`config.mk`:
```
export PLATFORM = sky130hd
export DESIGN_NAME = hex_display_scanner
export DESIGN_NICKNAME = d
export VERILOG_FILES = /design/src/rtl/hex_display_scanner_pkg.sv /design/src/rtl/hex_display_scanner_hex_to_7seg.sv /design/src/rtl/hex_display_scanner.sv
export SDC_FILE = /design/constraint.sdc
export NUM_CORES = 1
export LEC_CHECK = 0
export CORE_UTILIZATION = 52
export CTS_BUF_LIST = sky130_fd_sc_hd__clkbuf_16
export DETAILED_ROUTE_END_ITERATION = 10
export GPL_TIMING_DRIVEN = 0
export PLACE_DENSITY = 0.85
export SYNTH_ARGS = -nofsm -noshare
export SYNTH_HDL_FRONTEND = slang
export SYNTH_HIERARCHICAL = 1
export SYNTH_SLANG_ARGS = --single-unit
```
`constraint.sdc`:
```
create_clock -name clock -period 8.2 [get_ports clock]
set_clock_uncertainty 0.15 [all_clocks]
set_input_delay 1.64 -clock clock [delete_from_list [all_inputs] [get_ports clock]]
set_output_delay 1.64 -clock clock [all_outputs]
set_load 0.01 [all_outputs]
```
`src/rtl/hex_display_scanner_pkg.sv`:
```
// -----------------------------------------------------------------------------
// hex_display_scanner_pkg
//   Shared definitions for the hex display scanner:
//     - default word/address widths and refresh period
//     - frame sequencer state encoding (IDLE..DONE)
//     - blank segment pattern and the 16-entry hex segment table
//   Segment patterns are active-low {g,f,e,d,c,b,a}.
// -----------------------------------------------------------------------------
package hex_display_scanner_pkg;

    localparam int DEFAULT_WORD_WIDTH     = 32;
    localparam int DEFAULT_ADDR_WIDTH     = 8;
    localparam int DEFAULT_REFRESH_CYCLES = 25000000;
    localparam int NUM_DIGITS             = 8;

    typedef enum logic [2:0] {
        ST_IDLE    = 3'd0,
        ST_ADDR    = 3'd1,
        ST_CLK_LO  = 3'd2,
        ST_CLK_HI  = 3'd3,
        ST_CAPTURE = 3'd4,
        ST_DECODE  = 3'd5,
        ST_DONE    = 3'd6
    } state_t;

    localparam logic [6:0] SEG_BLANK = 7'h7F;

    // Index = nibble value 0..F.
    localparam logic [6:0] SEG_TABLE [16] = '{
        7'h40, 7'h79, 7'h24, 7'h30, 7'h19, 7'h12, 7'h02, 7'h78,
        7'h00, 7'h10, 7'h08, 7'h03, 7'h46, 7'h21, 7'h06, 7'h0E
    };

endpackage

```
`src/rtl/hex_display_scanner_hex_to_7seg.sv`:
```
// -----------------------------------------------------------------------------
// hex_to_7seg
//   Purely combinational 4-bit to 7-segment decoder (active-low {g,f,e,d,c,b,a}).
//   Ports:
//     nibble  in  4  hex digit value
//     seg     out 7  segment pattern
// -----------------------------------------------------------------------------
module hex_to_7seg
    import hex_display_scanner_pkg::*;
(
    input  logic [3:0] nibble,
    output logic [6:0] seg
);

    assign seg = SEG_TABLE[nibble];

endmodule

```
`src/rtl/hex_display_scanner.sv`:
```
// -----------------------------------------------------------------------------
// hex_display_scanner
//   Periodically reads one RAM word at base_addr through a two-phase read_clock
//   handshake and shows it as 8 hex digits on HEX7..HEX0 (HEX7 = MS nibble).
//   One nibble is decoded per cycle through a single shared decoder.
//
//   Frame (one cycle per state), started in IDLE at refresh terminal count
//   when hold is low:  IDLE -> ADDR -> CLK_LO -> CLK_HI -> CAPTURE ->
//                      DECODE x8 (digit 7..0) -> DONE -> IDLE
//
//   Ports:
//     clock       in   1           system clock, rising edge
//     reset_n     in   1           asynchronous active-low reset
//     base_addr   in   ADDR_WIDTH  RAM address to display, sampled in ADDR
//     hold        in   1           1 = no new frames start
//     read_from   out  ADDR_WIDTH  RAM read address
//     read_clock  out  1           RAM read clock, idle high, rising edge reads
//     read        in   WORD_WIDTH  RAM read data
//     busy        out  1           high from ADDR through DONE
//     frame_done  out  1           one-cycle pulse in DONE
//     HEX0..HEX7  out  7 each      active-low segment outputs
//
//   Build option: define DISPLAY_BLANK_EN for leading-zero blanking
//   (HEX0 is always decoded so a zero word shows a single "0").
//
//   WORD_WIDTH must be 32 (eight nibbles).
// -----------------------------------------------------------------------------
module hex_display_scanner
    import hex_display_scanner_pkg::*;
#(
    parameter int WORD_WIDTH     = DEFAULT_WORD_WIDTH,
    parameter int ADDR_WIDTH     = DEFAULT_ADDR_WIDTH,
    parameter int REFRESH_CYCLES = DEFAULT_REFRESH_CYCLES
) (
    input  logic                  clock,
    input  logic                  reset_n,
    input  logic [ADDR_WIDTH-1:0] base_addr,
    input  logic                  hold,
    output logic [ADDR_WIDTH-1:0] read_from,
    output logic                  read_clock,
    input  logic [WORD_WIDTH-1:0] read,
    output logic                  busy,
    output logic                  frame_done,
    output logic [6:0]            HEX0,
    output logic [6:0]            HEX1,
    output logic [6:0]            HEX2,
    output logic [6:0]            HEX3,
    output logic [6:0]            HEX4,
    output logic [6:0]            HEX5,
    output logic [6:0]            HEX6,
    output logic [6:0]            HEX7
);

    localparam int             CNT_WIDTH = $clog2(REFRESH_CYCLES);
    localparam logic [CNT_WIDTH-1:0] TC_VALUE = CNT_WIDTH'(REFRESH_CYCLES - 1);

    state_t                  state_reg, state_next;
    logic [CNT_WIDTH-1:0]    refresh_cnt_reg;
    logic [ADDR_WIDTH-1:0]   read_from_reg;
    logic                    read_clock_reg;
    logic [WORD_WIDTH-1:0]   shadow_reg;
    logic [2:0]              digit_idx_reg;
    logic [6:0]              hex_reg [NUM_DIGITS];

    logic                    terminal_count;
    logic [3:0]              cur_nibble;
    logic [6:0]              dec_seg;
    logic [6:0]              digit_seg;

    assign terminal_count = (refresh_cnt_reg == TC_VALUE);

    // ---------------------------------------------------------------- counter
    // Free-running: independent of state and hold.
    always_ff @(posedge clock or negedge reset_n) begin
        if (!reset_n)
            refresh_cnt_reg <= '0;
        else if (terminal_count)
            refresh_cnt_reg <= '0;
        else
            refresh_cnt_reg <= refresh_cnt_reg + CNT_WIDTH'(1);
    end

    // ---------------------------------------------------------------- FSM
    always_ff @(posedge clock or negedge reset_n) begin
        if (!reset_n)
            state_reg <= ST_IDLE;
        else
            state_reg <= state_next;
    end

    always_comb begin
        state_next = state_reg;
        case (state_reg)
            // A terminal count while held is simply lost: no catch-up later.
            ST_IDLE:    if (terminal_count && !hold) state_next = ST_ADDR;
            ST_ADDR:    state_next = ST_CLK_LO;
            ST_CLK_LO:  state_next = ST_CLK_HI;
            ST_CLK_HI:  state_next = ST_CAPTURE;
            ST_CAPTURE: state_next = ST_DECODE;
            ST_DECODE:  if (digit_idx_reg == 3'd0) state_next = ST_DONE;
            ST_DONE:    state_next = ST_IDLE;
            default:    state_next = ST_IDLE;
        endcase
    end

    assign busy       = (state_reg != ST_IDLE);
    assign frame_done = (state_reg == ST_DONE);

    // ---------------------------------------------------------------- read port
    always_ff @(posedge clock or negedge reset_n) begin
        if (!reset_n) begin
            read_from_reg  <= '0;
            read_clock_reg <= 1'b1;
        end else begin
            if (state_reg == ST_ADDR)
                read_from_reg <= base_addr;
            if (state_reg == ST_CLK_LO)
                read_clock_reg <= 1'b0;
            else if (state_reg == ST_CLK_HI)
                read_clock_reg <= 1'b1;
        end
    end

    assign read_from  = read_from_reg;
    assign read_clock = read_clock_reg;

    // ---------------------------------------------------------------- capture / digit sequencing
    always_ff @(posedge clock or negedge reset_n) begin
        if (!reset_n) begin
            shadow_reg    <= '0;
            digit_idx_reg <= '0;
        end else if (state_reg == ST_CAPTURE) begin
            shadow_reg    <= read;
            digit_idx_reg <= 3'd7;
        end else if (state_reg == ST_DECODE) begin
            digit_idx_reg <= digit_idx_reg - 3'd1;
        end
    end

    assign cur_nibble = shadow_reg[{digit_idx_reg, 2'b00} +: 4];

    hex_to_7seg u_hex_to_7seg (
        .nibble (cur_nibble),
        .seg    (dec_seg)
    );

`ifdef DISPLAY_BLANK_EN
    // seen goes high at the first nonzero nibble of the MSB-first scan; zeros
    // before it are blanked, except digit 0 which always shows.
    logic seen_reg;

    always_ff @(posedge clock or negedge reset_n) begin
        if (!reset_n)
            seen_reg <= 1'b0;
        else if (state_reg == ST_CAPTURE)
            seen_reg <= 1'b0;
        else if (state_reg == ST_DECODE && cur_nibble != 4'd0)
            seen_reg <= 1'b1;
    end

    assign digit_seg = (!seen_reg && cur_nibble == 4'd0 && digit_idx_reg != 3'd0)
                       ? SEG_BLANK : dec_seg;
`else
    assign digit_seg = dec_seg;
`endif

    // ---------------------------------------------------------------- digit registers
    // Each digit register loads only in its own DECODE slot and otherwise holds.
    generate
        for (genvar gi = 0; gi < NUM_DIGITS; gi++) begin : g_digit
            always_ff @(posedge clock or negedge reset_n) begin
                if (!reset_n)
                    hex_reg[gi] <= SEG_BLANK;
                else if (state_reg == ST_DECODE && digit_idx_reg == 3'(gi))
                    hex_reg[gi] <= digit_seg;
            end
        end
    endgenerate

    assign HEX0 = hex_reg[0];
    assign HEX1 = hex_reg[1];
    assign HEX2 = hex_reg[2];
    assign HEX3 = hex_reg[3];
    assign HEX4 = hex_reg[4];
    assign HEX5 = hex_reg[5];
    assign HEX6 = hex_reg[6];
    assign HEX7 = hex_reg[7];

endmodule

```
==> out/results.txt <==
met1 Use GR: 29.69%
Worst VDD drop: 0.1269 mV
Achievable Freq: 0.2574 GHz
fin nets: 605
Antenna Cells: 0
HP Class: reg -> reg
area delta synth->final: 32.30%
Total Wirelength: 12450 um
Worst setup EP type: flop
final antenna-violating net count: 0
critical path arrival: 4.08 ns
first-iteration detailed-routing DRC count: 128
Async S/R FF share, synth: 100.0%
post-synth cell types: 42
Clock Sinks: 128
post-DP HPWL: 8569 um
Required @ worst endpoint: 8.40 ns
TritonCTS clock tree: done
setup violators final: 0
final setup TNS: 0 ns
deepest clock path buffer count: 2
status: finished, final reports clean
Die Y: 107.3 um
largest net degree at the start of global routing: 86
reg2reg setup slack: 4.32 ns
Final Power: 1.569 mW
Clk pwr share: 45.1%
max FFs per register: 32
register bit total from synthesis: 128
first-pass GRT wire length: 20640 um
CTS clock-pin slew for the worst setup and hold paths: 0.05 ns
# IOs: 110
Tcrit/Tclk final: 47.37%
share of layout cells above drive strength 1: 35.59%
combinational group share of total power: 10.0%
Post-Synthesis Cells: 420
clk_lat worst skew: 0.41 ns
Psw: 0.3451 mW
post-cts gate resize count: 0
Post-synth top flop: dfrtp_1
H-Tree Depth: 4
maxcap violations: 0
share of the synthesized area in the top cell type: 30.84%
Most Used Layer, Global Route: met2
Finished Core Util: 70.61%
max incr delay on CP: 0.92 ns
Root Buffer: clkbuf_16
Final Hold Fails: 0
Worst Hold Slack: 0.3344 ns
initial antenna violation count: 0
core area: 10790 sq um
vias: 3929
Synth Cell Area: 5761 sq um
Initial Utilization: 53.37%
slowest cell on the critical path: o21ai_0
Avg WL per Cell: 17.73 um
Final min period: 3.884 ns
internal power consumption: 1.224 mW
Final WS setup: 4.316 ns
first drt pass iteration count: 5
Remaining DRCs: 0
Post-Place Worst Slack: 4.309 ns
PwrDens: 205.9 nW/um^2
Worst Path Max Fanout: 10
vias in the first global route: 4129
Num CTS Buffers: 17
Reg power frac: 44.9%
Crit path top cell by count: mux2_2
count leader, synth: mux2_2
CP top delay family: multiplexers
area leader, netlist: dfrtp_1
Critical Path Source Type: flop
Static Leak: 3.143 nW
YS warnings: 6
setup bufs post-CTS: 0
RSZ-0062 raised after global routing: no
die area: 11500 sq um
IO Port Bufs: 109
met2 Use GR: 40.69%
Switching Fraction: 22.00%
Placed Area: 7056 sq um
syn nets: 476
GRT Total Usage: 24.06%
standard-cell row count: 38
Design Area, Final: 7621 sq um
routability congestion estimate: 0.7945
synth top area cells: dfrtp_1 31%, dfstp_2 26%, mux2_2 19%, mux4_2 3.1%, ha_1 2.8%
Pins Over Slew Limit: 0
sequential area share after synthesis: 56.84%
Bufs and invs on worst path: 1
number of synthesized flops with an enable pin: 0
synth cell count leaders: 97 x mux2_2, 71 x dfrtp_1, 57 x dfstp_2
Crit Path Class: reg -> reg
worst path cell trace: buf_1 -> mux4_2 -> mux2_2 -> ha_1 -> nand2b_1 -> o21ai_0 -> mux2_2
CTS Hold Bufs: 0
met3 Use GR: 5.448%
vias per cell: 5.597
GRT overflow: 0
placed cells: 670
Slew HR: 19.67%
Die Width: 107.3 um
Layout Cells excl Fill: 702
worst slew pin tran: 1.192 ns
mean post-synth cell area: 13.72 sq um
[cell type report]
type / count / area, sq um
fillers: 735 / 3172
repair buffers: 110 / 1120
clock inverters: 13 / 90.09
clock buffers: 19 / 475.5
flip-flops and latches: 128 / 3274
multi-input cells: 269 / 2390
plain buffers: 14 / 62.56
inverters: 9 / 33.78
well taps: 140 / 175.2
[kinds of logic (layout without fill, tap and decap cells)]
logic type / Yosys count / after routing / synth area share, %
xor+xnor: 17 / 17 / 2.585
buf+inv: 23 / 165 / 1.672
compound gates: 27 / 27 / 2.715
simple gates: 97 / 97 / 9.188
fa+ha+maj: 13 / 13 / 2.824
mux: 115 / 115 / 24.17
flops: 128 / 128 / 56.84
[layout by cell type, fill, tap and decap left out, types with 3 or more instances in the layout]
master,count
clkdlybuf4s50_1,108
xnor2_1,11
and3_1,3
clkbuf_1,10
ha_1,13
inv_1,9
dfrtp_1,71
mux2_1,3
or4_1,5
mux2i_1,6
or3_1,6
nand4_1,3
a21oi_1,8
nand3_1,14
xor2_1,6
o31ai_1,5
nor4_1,6
o21ai_0,10
mux2_2,97
mux4_2,8
clkinv_1,5
dfstp_2,57
clkbuf_16,19
nor2_1,22
nand2_1,21
clkinv_2,3
[layer usage]
metal  vias to the layer above  routed length, um
li1                       1775                  -
met5                         -                  0
met1                      2006               5288
met3                        19                633
met4                         0                240
met2                       129               6284
[worst register-to-register path: cells and delay by family, from the launching register on]
kind	cells	cell delay, ns
adder cells (fa/ha/maj)	1	0.24
multiplexers	3	1.30
buffers and inverters	1	0.62
AO/OA/AOI/OAI	1	0.92
flip-flops	1	0.43
AND/OR/NAND/NOR	1	0.16
[final timing paths]
kind	startpoint	to	depth (start not counted)
setup / recovery	digit_idx_reg[0]	HEX4[2]	7
hold / removal	read_clock	read_clock	2
setup reg to reg	digit_idx_reg[0]	HEX4[2]	7
hold reg to reg	read_clock	read_clock	2
max in group asynchronous	reset_n	HEX5[3]	2
min in group asynchronous	reset_n	shadow_reg[31]	1
[power by group through the flow]
stage          registers, mW  clock network [mW]  logic [mW]
6_report               0.705               0.707       0.157
2_1_floorplan          0.723                   0      0.0466
4_1_cts                0.705               0.720       0.160
3_3_place_gp           0.712                   0       0.152
5_1_grt                0.709               0.750       0.169
3_5_place_dp           0.714                   0       0.159
(Power assumes the default switching activity.)
